--- src/rtl/pipe_hazard_ctrl_pkg.sv ---
// pipe_hazard_ctrl_pkg: shared slot geometry and FSM state encoding for the hazard controller.
package pipe_hazard_ctrl_pkg;
  localparam int NSLOT = 2;
  localparam int RAW = 5;
  typedef enum logic [1:0] {RUN = 2'd0, FLUSH = 2'd1, MC_WAIT = 2'd2} state_t;
endpackage

--- src/rtl/pipe_hazard_ctrl_lu_detect.sv ---
// pipe_hazard_ctrl_lu_detect: flags any EX-stage load whose nonzero destination feeds an ID-stage source.
module pipe_hazard_ctrl_lu_detect
  import pipe_hazard_ctrl_pkg::*;
(
  input  logic [NSLOT*RAW-1:0] id_rs,
  input  logic [NSLOT*RAW-1:0] id_rt,
  input  logic [NSLOT-1:0]     id_use_rt,
  input  logic [NSLOT-1:0]     ex_memread,
  input  logic [NSLOT*RAW-1:0] ex_rd,
  output logic                 lu_hit
);
  always_comb begin
    lu_hit = 1'b0;
    for (int e = 0; e < NSLOT; e++)
      for (int d = 0; d < NSLOT; d++)
        lu_hit = lu_hit | (ex_memread[e] && ex_rd[e*RAW+:RAW] != '0 &&
                 (ex_rd[e*RAW+:RAW] == id_rs[d*RAW+:RAW] ||
                  (id_use_rt[d] && ex_rd[e*RAW+:RAW] == id_rt[d*RAW+:RAW])));
  end
endmodule

--- src/rtl/pipe_hazard_ctrl.sv ---
// pipe_hazard_ctrl: pipeline-register enable/flush sequencing for load-use, taken-branch and multicycle-EX events.
module pipe_hazard_ctrl
  import pipe_hazard_ctrl_pkg::*;
#(
  parameter int FLUSH_DEPTH = 2,
  parameter int MC_MAX = 16
) (
  input  logic                 clk,
  input  logic                 reset,
  input  logic [NSLOT*RAW-1:0] id_rs,
  input  logic [NSLOT*RAW-1:0] id_rt,
  input  logic [NSLOT-1:0]     id_use_rt,
  input  logic [NSLOT-1:0]     ex_memread,
  input  logic [NSLOT*RAW-1:0] ex_rd,
  input  logic                 ex_br_taken,
  input  logic                 mc_start,
  input  logic                 mc_done,
  output logic                 pc_write,
  output logic                 ifid_write,
  output logic                 idex_write,
  output logic                 ifid_flush,
  output logic                 idex_flush,
  output logic                 exmem_flush,
  output logic                 mc_timeout,
  output logic [15:0]          stall_cnt
);
  localparam int CW = $clog2((FLUSH_DEPTH > MC_MAX ? FLUSH_DEPTH : MC_MAX) + 1);
  state_t state, state_n;
  logic [CW-1:0] cnt, cnt_n;
  logic skip_mc, skip_n, to_n, lu_hit, mc_go, hold, br_run, lu_run;
  pipe_hazard_ctrl_lu_detect lu_detect (
    .id_rs(id_rs), .id_rt(id_rt), .id_use_rt(id_use_rt),
    .ex_memread(ex_memread), .ex_rd(ex_rd), .lu_hit(lu_hit)
  );
  // State and counters move on the same negedge as the pipeline registers they steer.
  always_ff @(negedge clk) begin
    if (reset) begin
      state <= RUN;
      cnt <= '0;
      skip_mc <= 1'b0;
      mc_timeout <= 1'b0;
    end else begin
      state <= state_n;
      cnt <= cnt_n;
      skip_mc <= skip_n;
      mc_timeout <= to_n;
    end
  end
  always_ff @(negedge clk) begin
    if (reset) stall_cnt <= '0;
    else if (!pc_write && stall_cnt != 16'hFFFF) stall_cnt <= stall_cnt + 16'd1;
  end
  always_comb begin
    state_n = state;
    cnt_n = cnt;
    skip_n = skip_mc;
    to_n = mc_timeout;
    if (state == MC_WAIT) begin
      if (mc_done || cnt == CW'(MC_MAX)) begin
        state_n = RUN;
        skip_n = 1'b1;
        to_n = mc_timeout | !mc_done;
        cnt_n = '0;
      end else cnt_n = cnt + 1'b1;
    end else if (state == FLUSH) begin
      if (ex_br_taken) cnt_n = CW'(FLUSH_DEPTH - 1);
      else begin
        cnt_n = cnt - 1'b1;
        state_n = cnt == CW'(1) ? RUN : FLUSH;
      end
    end else begin
      state_n = RUN;
      skip_n = 1'b0;
      if (mc_go) begin
        state_n = MC_WAIT;
        cnt_n = CW'(1);
      end else if (ex_br_taken && FLUSH_DEPTH > 1) begin
        state_n = FLUSH;
        cnt_n = CW'(FLUSH_DEPTH - 1);
      end
    end
  end
  // skip_mc masks the held op's mc_start for the single RUN cycle after MC_WAIT exits.
  always_comb begin
    mc_go = mc_start && !skip_mc;
    hold = state == MC_WAIT || (state == RUN && mc_go);
    br_run = state == RUN && !mc_go && ex_br_taken;
    lu_run = state == RUN && !mc_go && !ex_br_taken && lu_hit;
    pc_write = !(hold || lu_run);
    ifid_write = !(hold || lu_run);
    idex_write = !hold;
    ifid_flush = state == FLUSH || br_run;
    idex_flush = br_run || lu_run;
    exmem_flush = hold;
  end
endmodule

--- config.mk ---
export PLATFORM = sky130hd
export DESIGN_NAME = pipe_hazard_ctrl
export DESIGN_NICKNAME = d
export VERILOG_FILES = /design/src/rtl/pipe_hazard_ctrl_pkg.sv /design/src/rtl/pipe_hazard_ctrl_lu_detect.sv /design/src/rtl/pipe_hazard_ctrl.sv
export SDC_FILE = /design/constraint.sdc
export NUM_CORES = 1
export LEC_CHECK = 0
export BUFFER_PORTS_ARGS = -buffer_cell sky130_fd_sc_hd__buf_2
export CORE_ASPECT_RATIO = 1.25
export CORE_MARGIN = 2
export CORE_UTILIZATION = 47
export DETAILED_ROUTE_END_ITERATION = 16
export PLACE_DENSITY = 0.72
export SETUP_SLACK_MARGIN = 0.5
export SYNTH_ARGS = -nofsm -noshare
export SYNTH_HDL_FRONTEND = slang
export SYNTH_SLANG_ARGS = --single-unit
--- constraint.sdc ---
create_clock -name clk -period 2.3 [get_ports clk]
set_input_delay 0.23 -clock clk [delete_from_list [all_inputs] [get_ports clk]]
set_output_delay 0.23 -clock clk [all_outputs]
set_load 0.02 [all_outputs]
# == Word level (Yosys, flattened, before mapping) ==
# Index checks and enable logic that the tools add are counted.
# totals
register_bits,25
latch_bits,0
ramBits,0
rom_bits,0
in_bits,39
out_inout_bits,23
n_memories,0
# op_classes
n_addsub,3
multipliers,0
div,0
order_cmp,0
eq_ne,16
shifts,0
muxes,16
bitwise_logic,4
n_reduce_logical,39
# op_table
operator,n
$eq 5x5->1,8
$mux 5,6
$logic_and 1x1->1,17
$add 16x1->16 const B,1
$ne 16x16->1 const B,1
$mux 2,5
$reduce_bool 5->1,2
$logic_or 1x1->1,9
$logic_not 1->1,6
$reduce_and 2->1,3
$add 5x1->5 const B,1
$eq 5x1->1 const B,1
$eq 5x5->1 const B,1
$mux 1,5
$sub 5x1->5 const B,1
$or 1x1->1,4
$reduce_bool 4->1,1
$ne 3x3->1 const B,1
$eq 2x1->1 const B,1
$eq 2x2->1 const B,1
$logic_not 2->1,1
$ne 2x1->1 const B,1
$ne 2x2->1 const B,1

# == Depth between registers and ports, before layout ==
# depth
ltp_word,10
depth_mapped,10
depth_no_buf,9

# == Modules after synthesis ==
# From an unflattened synthesis, not the netlist that was laid out.
# unflattened
cells_unflattened,255
hier_area_um2,2026.9
# modules_own_cells
mod,n_inst,cells_per_inst,area_per_inst_um2,seq_area_each_um2
pipe_hazard_ctrl,1,182,1476.4,500.5
pipe_hazard_ctrl_lu_detect,1,73,550.5,0.0

==> results.json <==
{
  "ys_ff_latch": 25,
  "end_kind": "flip-flop",
  "dp_cells": 419,
  "portBuffers": 61,
  "worstHoldStart": "mc_timeout",
  "critical_path.startpoint": "ex_rd[7]",
  "hold_viol": 0,
  "num-nets-final": 461,
  "antenna_left": 0,
  "fp-row-count": 29,
  "cap_violations": 0,
  "cts_root_buf": "clkbuf_8",
  "synth_fp_nets": 330,
  "worst-path-buf-inv": 1,
  "r2r.worst_path.cells": 9,
  "worstPathMaxFanout": 8,
  "place_ws_ns": -1.11,
  "ys.flop_type": "dfxtp_1",
  "syn_inst": 284,
  "r2r-start": "stall_cnt[3]",
  "synth_common_cells": "nor2_1 (29), dfxtp_1 (25), xor2_1 (24)",
  "seq_area_frac_synth_pct": 20.9,
  "path_clk_slew_ns": 0.04,
  "cts.path.max_buffers": 2,
  "synthArstFlopShare_pct": 0,
  "io_pins": 62,
  "vias": 2667,
  "setup_viol": 22,
  "grt_usage_pct": 27.5,
  "path_cells": "buf_6 -> xor2_1 -> nor4_1 -> and3_1 -> nor4_4 -> o221a_4 -> a21oi_2 -> mux2_4",
  "drive_gt1_share_pct": 59.4,
  "leakage_uw": 0.00179,
  "grt_setup_unrepaired": "true",
  "antenna_cells": 0,
  "crit_family": "simple AND/OR/NAND/NOR gates",
  "fp.coreArea_um2": 5010,
  "grt_pass1_vias": 2695,
  "synth_edf_count": 0,
  "grt.overflow.total": 0,
  "cpPeakStageDelay_ns": 0.37,
  "grt_max_degree": 19,
  "hpwl_um": 4640,
  "maxSlewHeadroom_pct": 74.1,
  "total_power_uw": 1870,
  "dr.pass1.iters": 4,
  "finalNonFillerCells": 476,
  "start_util_pct": 47.8,
  "place.gp.congestion": 0.871,
  "whs_path_depth": 2,
  "synthTopCellsByArea": "dfxtp_1 (21%), xor2_1 (8.8%), xnor2_1 (5.9%)",
  "area_growth_pct": 68.3,
  "cp-start-kind": "input port",
  "grt_antenna_before_repair": 0,
  "critPathKind": "in2reg",
  "synth.distinct_cells": 53,
  "required_ns": 1.38,
  "outcome": "finished, violations left",
  "ff2ff_setup_slack_ns": 0.08,
  "yosysTopAreaCell": "dfxtp_1",
  "hold_path_class": "reg2reg",
  "cts_buffers": 3,
  "die_w_um": 67.8,
  "routed_wirelength_um": 7970,
  "cts.sinks": 25,
  "setup_ws_ns": -0.655,
  "yosys_warnings": 0,
  "cts_tree": "built",
  "yosysMostFrequentCell": "nor2_1",
  "drt-initial-drc-count": 184,
  "crit_arrival_ns": 2.03,
  "die_h_um": 83.8,
  "irDropWorstVdd_mv": 0.322,
  "avgSynthCellArea_um2": 8.43,
  "clkLatencyLatePin_ns": 0.38,
  "synth_top_area_share_pct": 20.9,
  "worst_slew_pin_slew_ns": 0.383,
  "grt_pass1_wl_um": 12200,
  "drcViolationCount": 0,
  "violations": "negative setup slack",
  "cp_slowest_cell": "o221a_4",
  "fill_cells": 292,
  "htreeDepth": 1,
  "worstReg2RegEnd": "stall_cnt[7]",
  "synth_area_um2": 2390,
  "die_area_um2": 5680,
  "final_core_util_pct": 80.5,
  "slew_violations": 0,
  "powerDensity_nw_per_um2": 464,
  "wire_per_inst_um": 16.7,
  "worst_hold_path.endpoint": "mc_timeout",
  "fin_skew_ns": 0.0375,
  "viasPerCell": 5.60
}
-- power by group --
| part | internal [uW] | switching [uW] | total (uW) |
|---|---|---|---|
| sequential | 455 | 28.9 | 483 |
| clock | 290 | 285 | 575 |
| combinational | 397 | 415 | 812 |
-- sequential cells by signal (all words and copies together), names as in the netlist --
signal / cells
cnt: 5
mc_timeout: 1
skip_mc: 1
stall_cnt: 16
state: 2
-- cells in the final DEF (no fill, tap or decap), types with 3 or more instances in the layout --
cell,instances
a21oi_4,5
nor2b_1,5
and2b_2,4
dfxtp_2,14
and2b_1,4
a21oi_2,12
ha_1,4
nor2_1,26
a21oi_1,4
xor2_2,7
nor3_1,5
nor4_4,3
nand2_1,7
clkbuf_8,3
ha_4,3
nor3_2,5
a211oi_2,3
buf_4,57
inv_2,3
buf_2,22
mux2i_1,3
dfxtp_4,6
nand3_1,12
nor3_4,3
inv_1,30
mux2_4,15
xnor2_1,16
nand2b_1,3
xor2_1,15
nand4_1,7
nor4_1,3
dfxtp_1,5
buf_6,44
and3_1,6
-- cells by family (layout without fill, tap and decap cells) --
kind of cell               Yosys count  after routing  synth area share (%)
and+or+nand+nor                    113            113                  26.9
DFF                                 25             25                  20.9
xor gates and xnor gates            40             40                  14.6
muxes                               18             18                  9.72
AOI/OAI and AO/OA                   44             45                  14.1
buffers and inverters               37            166                  10.1
adders and majority gates            7              7                  3.66
-- layout make-up --
class,instances,area [um^2],share of cell area (%)
well taps,62,77.6,1.93
flip-flops and latches,25,541,13.4
repair buffers,126,1080,26.9
inverters,11,53.8,1.34
multi-input cells,223,2110,52.3
clock buffers,3,41.3,1.02
clock inverters,26,124,3.07
-- per-layer routing --
layer  up-vias  global-route usage [%]  share of wire, %
li1       1246                       -                 -
met1      1282                    29.0                36
met2       112                    49.7                55
met3        27                    6.75               4.9
met4         0                    11.5               4.0
met5         -                       0                 0
-- what timing repair did --
action,4_1_cts,5_1_grt
setup buffers,22,6
endpoints found under the setup margin,47,47
pin swaps,28,27
hold buffers,0,0
gates cloned,1,0
resized for setup,102,56
-- worst max path at each step --
stage | slack, ns | to | cells after the start
after global placement | -1.07 | stall_cnt[13] | 8
after CTS | -0.58 | stall_cnt[2] | 8
final | -0.66 | stall_cnt[11] | 8
after floorplan | -0.79 | stall_cnt[5] | 9
after detailed placement | -1.11 | stall_cnt[12] | 8
after global routing | -0.71 | stall_cnt[13] | 9
-- worst register-to-register path: stages, from the launching register on --
cell	delay, ns
dfxtp_4	0.35
buf_4	0.12
and4_1	0.24
nand4_1	0.18
nor4_1	0.31
a32oi_1	0.17
buf_4	0.21
nand3_1	0.16
a21oi_4	0.04
mux2_4	0.30
-- stage by stage --
stage,hold WS [ns],setup TNS [ns],instance area (um^2)
2_1_floorplan,0.473,-12.91,2610
3_3_place_gp,0.453,-18.35,3020
3_5_place_dp,0.464,-18.95,3020
4_1_cts,0.483,-11.92,3710
5_1_grt,0.523,-14.29,4030
6_report,0.474,-12.90,4030
Note: power is estimated with default switching activity, not from simulation.
